<file path="src/rtl/network_interface_param.sv">
// CPU-to-router network interface: CPU writes become TX packets, router packets
// queue in an RX FIFO that the CPU drains through a small register map.
module network_interface_param #(
    parameter int DATA_W    = 32,
    parameter int TX_DEPTH  = 8,
    parameter int RX_DEPTH  = 8,
    parameter int RX_THRESH = 4,
    localparam int PKT_W    = 32 + DATA_W
) (
    input  logic              clk,
    input  logic              rst_n,
    input  logic [31:0]       cpu_addr,
    input  logic [DATA_W-1:0] cpu_wdata,
    input  logic              cpu_we,
    input  logic              cpu_re,
    output logic [DATA_W-1:0] cpu_rdata,
    output logic [PKT_W-1:0]  rtr_tx_data,
    output logic              rtr_tx_valid,
    input  logic              rtr_tx_ready,
    input  logic [PKT_W-1:0]  rtr_rx_data,
    input  logic              rtr_rx_valid,
    output logic              rtr_rx_ready,
    output logic              irq
);

    localparam int TX_AW = $clog2(TX_DEPTH);
    localparam int RX_AW = $clog2(RX_DEPTH);
    localparam logic [TX_AW-1:0] TX_PTR_ONE = TX_AW'(1);
    localparam logic [RX_AW-1:0] RX_PTR_ONE = RX_AW'(1);
    localparam logic [TX_AW:0]   TX_CNT_ONE = (TX_AW + 1)'(1);
    localparam logic [RX_AW:0]   RX_CNT_ONE = (RX_AW + 1)'(1);
    localparam logic [TX_AW:0]   TX_FULL_CNT = (TX_AW + 1)'(TX_DEPTH);
    localparam logic [RX_AW:0]   RX_FULL_CNT = (RX_AW + 1)'(RX_DEPTH);
    localparam logic [RX_AW:0]   RX_IRQ_CNT = (RX_AW + 1)'(RX_THRESH);

    localparam logic [31:0] ADDR_RX_POP  = 32'h0000_0000;
    localparam logic [31:0] ADDR_RX_DATA = 32'h0000_0004;
    localparam logic [31:0] ADDR_STATUS  = 32'h0000_0008;
    localparam logic [31:0] ADDR_CTRL    = 32'h0000_000C;

    logic [PKT_W-1:0]  tx_mem_q [TX_DEPTH];
    logic [PKT_W-1:0]  tx_mem_d [TX_DEPTH];
    logic [PKT_W-1:0]  rx_mem_q [RX_DEPTH];
    logic [PKT_W-1:0]  rx_mem_d [RX_DEPTH];
    logic [TX_AW-1:0]  tx_wptr_q, tx_wptr_d, tx_rptr_q, tx_rptr_d;
    logic [RX_AW-1:0]  rx_wptr_q, rx_wptr_d, rx_rptr_q, rx_rptr_d;
    logic [TX_AW:0]    tx_count_q, tx_count_d;
    logic [RX_AW:0]    rx_count_q, rx_count_d;
    logic              tx_ovf_q, tx_ovf_d;
    logic              rx_udf_q, rx_udf_d;
    logic              irq_en_q, irq_en_d;
    logic              irq_q, irq_d;
    logic [DATA_W-1:0] rx_data_q, rx_data_d;

    logic              tx_full_s, tx_empty_s, rx_full_s, rx_empty_s;
    logic              tx_wr_s, ctrl_wr_s, rx_pop_rd_s;
    logic              tx_push_s, tx_pop_s, rx_push_s, rx_pop_s;
    logic [PKT_W-1:0]  rx_head_s;
    logic [DATA_W-1:0] status_s;

    assign tx_full_s    = (tx_count_q == TX_FULL_CNT);
    assign tx_empty_s   = (tx_count_q == '0);
    assign rx_full_s    = (rx_count_q == RX_FULL_CNT);
    assign rx_empty_s   = (rx_count_q == '0);
    assign tx_wr_s      = cpu_we && (cpu_addr != ADDR_CTRL);
    assign ctrl_wr_s    = cpu_we && (cpu_addr == ADDR_CTRL);
    assign rx_pop_rd_s  = cpu_re && (cpu_addr == ADDR_RX_POP);
    assign tx_push_s    = tx_wr_s && !tx_full_s;
    assign tx_pop_s     = !tx_empty_s && rtr_tx_ready;
    assign rx_push_s    = rtr_rx_valid && rtr_rx_ready;
    assign rx_pop_s     = rx_pop_rd_s && !rx_empty_s;
    assign rx_head_s    = rx_mem_q[rx_rptr_q];
    // Ready is gated by rst_n so the router sees back-pressure throughout reset.
    assign rtr_rx_ready = rst_n && !rx_full_s;
    assign rtr_tx_valid = !tx_empty_s;
    assign rtr_tx_data  = tx_mem_q[tx_rptr_q];
    assign irq          = irq_q;

    // FIFO next-state: storage, pointers and occupancy counts.
    always_comb begin
        for (int i = 0; i < TX_DEPTH; i++) begin
            tx_mem_d[i] = (tx_push_s && (tx_wptr_q == TX_AW'(i))) ? {cpu_addr, cpu_wdata} : tx_mem_q[i];
        end
        for (int i = 0; i < RX_DEPTH; i++) begin
            rx_mem_d[i] = (rx_push_s && (rx_wptr_q == RX_AW'(i))) ? rtr_rx_data : rx_mem_q[i];
        end
        tx_wptr_d = tx_push_s ? (tx_wptr_q + TX_PTR_ONE) : tx_wptr_q;
        tx_rptr_d = tx_pop_s  ? (tx_rptr_q + TX_PTR_ONE) : tx_rptr_q;
        rx_wptr_d = rx_push_s ? (rx_wptr_q + RX_PTR_ONE) : rx_wptr_q;
        rx_rptr_d = rx_pop_s  ? (rx_rptr_q + RX_PTR_ONE) : rx_rptr_q;
        if (tx_push_s && !tx_pop_s) begin
            tx_count_d = tx_count_q + TX_CNT_ONE;
        end else if (!tx_push_s && tx_pop_s) begin
            tx_count_d = tx_count_q - TX_CNT_ONE;
        end else begin
            tx_count_d = tx_count_q;
        end
        if (rx_push_s && !rx_pop_s) begin
            rx_count_d = rx_count_q + RX_CNT_ONE;
        end else if (!rx_push_s && rx_pop_s) begin
            rx_count_d = rx_count_q - RX_CNT_ONE;
        end else begin
            rx_count_d = rx_count_q;
        end
    end

    // Control/status next-state; a set in the same cycle as a clear wins.
    always_comb begin
        irq_en_d  = ctrl_wr_s ? cpu_wdata[0] : irq_en_q;
        rx_data_d = rx_pop_s ? rx_head_s[DATA_W-1:0] : rx_data_q;
        if (tx_wr_s && tx_full_s) begin
            tx_ovf_d = 1'b1;
        end else if (ctrl_wr_s && cpu_wdata[4]) begin
            tx_ovf_d = 1'b0;
        end else begin
            tx_ovf_d = tx_ovf_q;
        end
        if (rx_pop_rd_s && rx_empty_s) begin
            rx_udf_d = 1'b1;
        end else if (ctrl_wr_s && cpu_wdata[5]) begin
            rx_udf_d = 1'b0;
        end else begin
            rx_udf_d = rx_udf_q;
        end
        // Uses the registered count, so irq trails the count by one cycle.
        irq_d = irq_en_q && (rx_count_q >= RX_IRQ_CNT);
    end

    // STATUS word assembly.
    always_comb begin
        status_s        = '0;
        status_s[0]     = rx_empty_s;
        status_s[1]     = rx_full_s;
        status_s[2]     = tx_empty_s;
        status_s[3]     = tx_full_s;
        status_s[4]     = tx_ovf_q;
        status_s[5]     = rx_udf_q;
        status_s[6]     = irq_en_q;
        status_s[15:8]  = 8'(rx_count_q);
        status_s[23:16] = 8'(tx_count_q);
    end

    // CPU read mux.
    always_comb begin
        cpu_rdata = '0;
        if (cpu_re) begin
            case (cpu_addr)
                ADDR_RX_POP: begin
                    if (!rx_empty_s) begin
                        cpu_rdata = DATA_W'(rx_head_s[PKT_W-1:DATA_W]);
                    end else begin
                        cpu_rdata = '0;
                    end
                end
                ADDR_RX_DATA: cpu_rdata = rx_data_q;
                ADDR_STATUS:  cpu_rdata = status_s;
                default:      cpu_rdata = '0;
            endcase
        end else begin
            cpu_rdata = '0;
        end
    end

    // FIFO storage; contents are discarded on reset by clearing the pointers.
    always_ff @(posedge clk) begin
        tx_mem_q <= tx_mem_d;
        rx_mem_q <= rx_mem_d;
    end

    // Control state with synchronous active-low reset.
    always_ff @(posedge clk) begin
        if (!rst_n) begin
            tx_wptr_q  <= '0;
            tx_rptr_q  <= '0;
            rx_wptr_q  <= '0;
            rx_rptr_q  <= '0;
            tx_count_q <= '0;
            rx_count_q <= '0;
            tx_ovf_q   <= 1'b0;
            rx_udf_q   <= 1'b0;
            irq_en_q   <= 1'b0;
            irq_q      <= 1'b0;
            rx_data_q  <= '0;
        end else begin
            tx_wptr_q  <= tx_wptr_d;
            tx_rptr_q  <= tx_rptr_d;
            rx_wptr_q  <= rx_wptr_d;
            rx_rptr_q  <= rx_rptr_d;
            tx_count_q <= tx_count_d;
            rx_count_q <= rx_count_d;
            tx_ovf_q   <= tx_ovf_d;
            rx_udf_q   <= rx_udf_d;
            irq_en_q   <= irq_en_d;
            irq_q      <= irq_d;
            rx_data_q  <= rx_data_d;
        end
    end

endmodule

</file>
<file path="config.mk">
export PLATFORM = sky130hd
export DESIGN_NAME = network_interface_param
export DESIGN_NICKNAME = d
export VERILOG_FILES = /design/src/rtl/network_interface_param.sv
export SDC_FILE = /design/constraint.sdc
export NUM_CORES = 1
export LEC_CHECK = 0
export ABC_AREA = 1
export CAP_MARGIN = 15
export CORE_MARGIN = 1.5
export CORE_UTILIZATION = 64
export CTS_BUF_LIST = sky130_fd_sc_hd__clkbuf_8 sky130_fd_sc_hd__clkbuf_16
export CTS_CLUSTER_DIAMETER = 60
export DETAILED_ROUTE_END_ITERATION = 8
export PLACE_DENSITY_LB_ADDON = 0.3
export SLEW_MARGIN = 30
export SYNTH_ARGS = -nofsm -noshare
export SYNTH_HDL_FRONTEND = slang
export SYNTH_SLANG_ARGS = --single-unit
</file>
<file path="constraint.sdc">
create_clock -name clk -period 12.3 [get_ports clk]
set_clock_uncertainty 0.1 [all_clocks]
set_input_delay 1.845 -clock clk [delete_from_list [all_inputs] [get_ports clk]]
set_output_delay 1.845 -clock clk [all_outputs]
set_load 0.05 [all_outputs]
</file>
==> results_dict.tcl <==
set metrics [dict create \
    power.internal_mw 6.56 \
    crit_type "input port to primary output" \
    synth-edff-count 1024 \
    ir_worst_vdd_mv 0.123 \
    drt_pass1_iterations 6 \
    fin_setup_tns_ps 0 \
    cts_resized 0 \
    setup_slack_ps 4970 \
    die_w_microns 265 \
    first_global_vias 27796 \
    antenna_found_initial 11 \
    pwr-share-comb_pct 18.9 \
    track_usage_pct 29.3 \
    preCtsSetupSlack_ps 4680 \
    cts.sinks 1080 \
    cp.required_ps 10350 \
    grt_use_met1_pct 38.1 \
    maxSlewHeadroom_pct 35.0 \
    hold_buffers 0 \
    period_share_pct 59.6 \
    busiest_layer "met2" \
    p_sw_mw 2.65 \
    synth_top_flop_cell "edfxtp_1" \
    vias_per_cell 5.93 \
    post_cts_buffers 0 \
    ys_top_cells_by_area "edfxtp_1 (70%), nand2_1 (6.6%), nor2_1 (6.5%)" \
    dp_hpwl_microns 55800 \
    p_leak_nw 18.5 \
    max_freq_mhz 136 \
    synth_nets 3928 \
    portBuffers 232 \
    wire_per_inst_microns 21.1 \
    drt_wl_total_microns 103000 \
    synthToLayoutAreaGrowth_pct 14.5 \
    gp_congestion 0.958 \
    root_buffer "clkbuf_16" \
    cts-htree-levels 3 \
    vias 29081 \
    clk-insertion-delay-late_ps 660 \
    start_util_pct 65.1 \
    syn_avg_cell_area_sq_um 11.7 \
    path_max_fanout 37 \
    grt_max_degree 195 \
    yosysWarnings 0 \
    drv_cap 0 \
    met3_usage_pct 5.97 \
    grt_first_pass_wirelength_microns 157000 \
    overflow 0 \
    die_area_sq_um 70300 \
    cp-start-kind "input port" \
    async_flop_share_pct 0 \
    hp-class "flop to flop" \
    final-max-slew-violation-count 0 \
    synth_most_common_cell "edfxtp_1" \
    power_per_cell_area_nw_per_um2 183 \
    fp.coreArea_sq_um 67500 \
    ys_ff_latch 1080 \
    placed_area_sq_um 46800 \
    synth_area_leader_cell "edfxtp_1" \
    p_sw_share_pct 28.7 \
    yosysSeqAreaShare_pct 72.5 \
    cts_tree "built" \
    synthTopCellsByCount "edfxtp_1 (1024), nand2_1 (772), nor2_1 (759)" \
    fp.dieH_microns 265 \
    status "finished clean" \
    cp-end-kind "primary output" \
    syn_area_sq_um 43900 \
    finalSetupViolCount 0 \
    clkPwrFrac_pct 34.6 \
    detail-route-antenna-nets 0 \
    crit_arrival_ps 5380 \
    finalHoldViolations 0 \
    rows 95 \
    synth_top_area_share_pct 70.0 \
    seq_power_share_pct 46.5 \
    tightestPinTransition_ps 976 \
    ios 233 \
    finalCriticalPeriod_ps 7330 \
    nNetsFinal 4090 \
    numCtsBuffers 104 \
    clkSlewWorstSetupHoldPaths_ps 60 \
    drive_above_1_share_pct 6.41 \
    rsz0062_at_grt "false" \
    final_cell_area_sq_um 50300 \
    drc 0 \
    p_total_mw 9.21 \
    syn_inst 3772 \
    synth.distinct_cells 30 \
    use_met2_pct 48.6 \
    first_iter_violations 3171 \
    cts_buffer_depth 3 \
]
kinds of logic after synthesis:
kind of cell | after synthesis | share of synthesized area, %
AO/OA/AOI/OAI | 544 | 7.47
buffers and inverters | 428 | 4.23
AND/OR/NAND/NOR | 1693 | 15.0
XOR/XNOR | 5 | 0.0996
flip-flops | 1080 | 72.5
adder cells (fa/ha/maj) | 22 | 0.660
flip-flops by register name (all words and copies together) (netlist names):
name and count:
irq 1, irq_en_q 1, rx_count_q 4, rx_data_q 32
rx_mem_q 512, rx_rptr_q 3, rx_udf_q 1, rx_wptr_q 3
tx_count_q 4, tx_mem_q 512, tx_ovf_q 1, tx_rptr_q 3
tx_wptr_q 3
cell usage in the layout (no fill, tap or decap), types with 3 or more instances in the layout:
cell / netlist / layout
o21ai_0: 321 / 321
buf_6: 9 / 4
nand4_1: 5 / 5
clkbuf_16: 0 / 105
inv_1: 197 / 213
ha_1: 20 / 20
clkbuf_8: 0 / 9
nor3_2: 0 / 12
nor2_1: 759 / 754
buf_4: 26 / 43
inv_2: 4 / 4
clkinv_2: 0 / 29
clkdlybuf4s50_1: 0 / 231
nor2_4: 2 / 6
bufinv_16: 0 / 11
edfxtp_1: 1024 / 1024
o22ai_1: 64 / 64
nand2_2: 2 / 4
nor2_2: 2 / 3
o32ai_1: 128 / 128
dfxtp_1: 56 / 50
inv_6: 0 / 5
nand2_1: 772 / 770
a21oi_1: 17 / 17
o21ai_1: 14 / 14
nand3_1: 136 / 136
dfxtp_4: 0 / 5
xor2_1: 5 / 5
clkinv_1: 2 / 13
clkinvlp_4: 0 / 8
diode_2: 0 / 9
layout make-up:
class | count | area, sq um
Sequential cell | 1080 | 31900
Fill cell | 4223 | 17200
Multi-Input combinational cell | 2264 | 10300
Clock buffer | 114 | 2750
Timing Repair Buffer | 281 | 2730
Tap cell | 873 | 1090
Inverter | 203 | 776
Clock inverter | 84 | 727
Antenna cell | 9 | 22.5
metrics by stage:
stage	instances	hold slack (ps)	util, %
finish	4908	411	74.5
global route	4906	420	74.5
CTS	4898	392	74.4
detailed placement	4700	384	69.3
global placement	4700	387	69.3
floorplan	3772	329	-
per-layer routing:
metal	up-vias	wire length [microns]
li1	13444	-
met1	13949	39600
met2	1427	50600
met3	259	9510
met4	2	3800
met5	-	13
worst paths after layout:
check	from	slack, ps	to	cells after the start
max reg2reg	rx_rptr_q[0]	8590	rx_data_q[8]	9
min	rx_udf_q	410	rx_udf_q	2
max	cpu_addr[24]	4970	cpu_rdata[15]	11
min reg2reg	rx_udf_q	410	rx_udf_q	2
critical path, stage by stage:
cell	delay (ps)
clkdlybuf4s50_1	560
nor2_1	150
nand2_1	80
nor2_1	290
nand2_2	270
nor2_8	500
nand2_1	120
nand2_2	470
nand2_1	100
inv_1	170
clkdlybuf4s50_1	830
power groups by stage:
| stage | clock (mW) | combinational [mW] | sequential (mW) |
|---|---|---|---|
| floorplan | 0 | 1.19 | 4.32 |
| CTS | 3.22 | 1.74 | 4.28 |
| global placement | 0 | 1.70 | 4.35 |
| finish | 3.19 | 1.74 | 4.28 |
| global route | 3.35 | 1.87 | 4.29 |
| detailed placement | 0 | 1.73 | 4.35 |
Note: power is estimated with default switching activity, not from simulation.
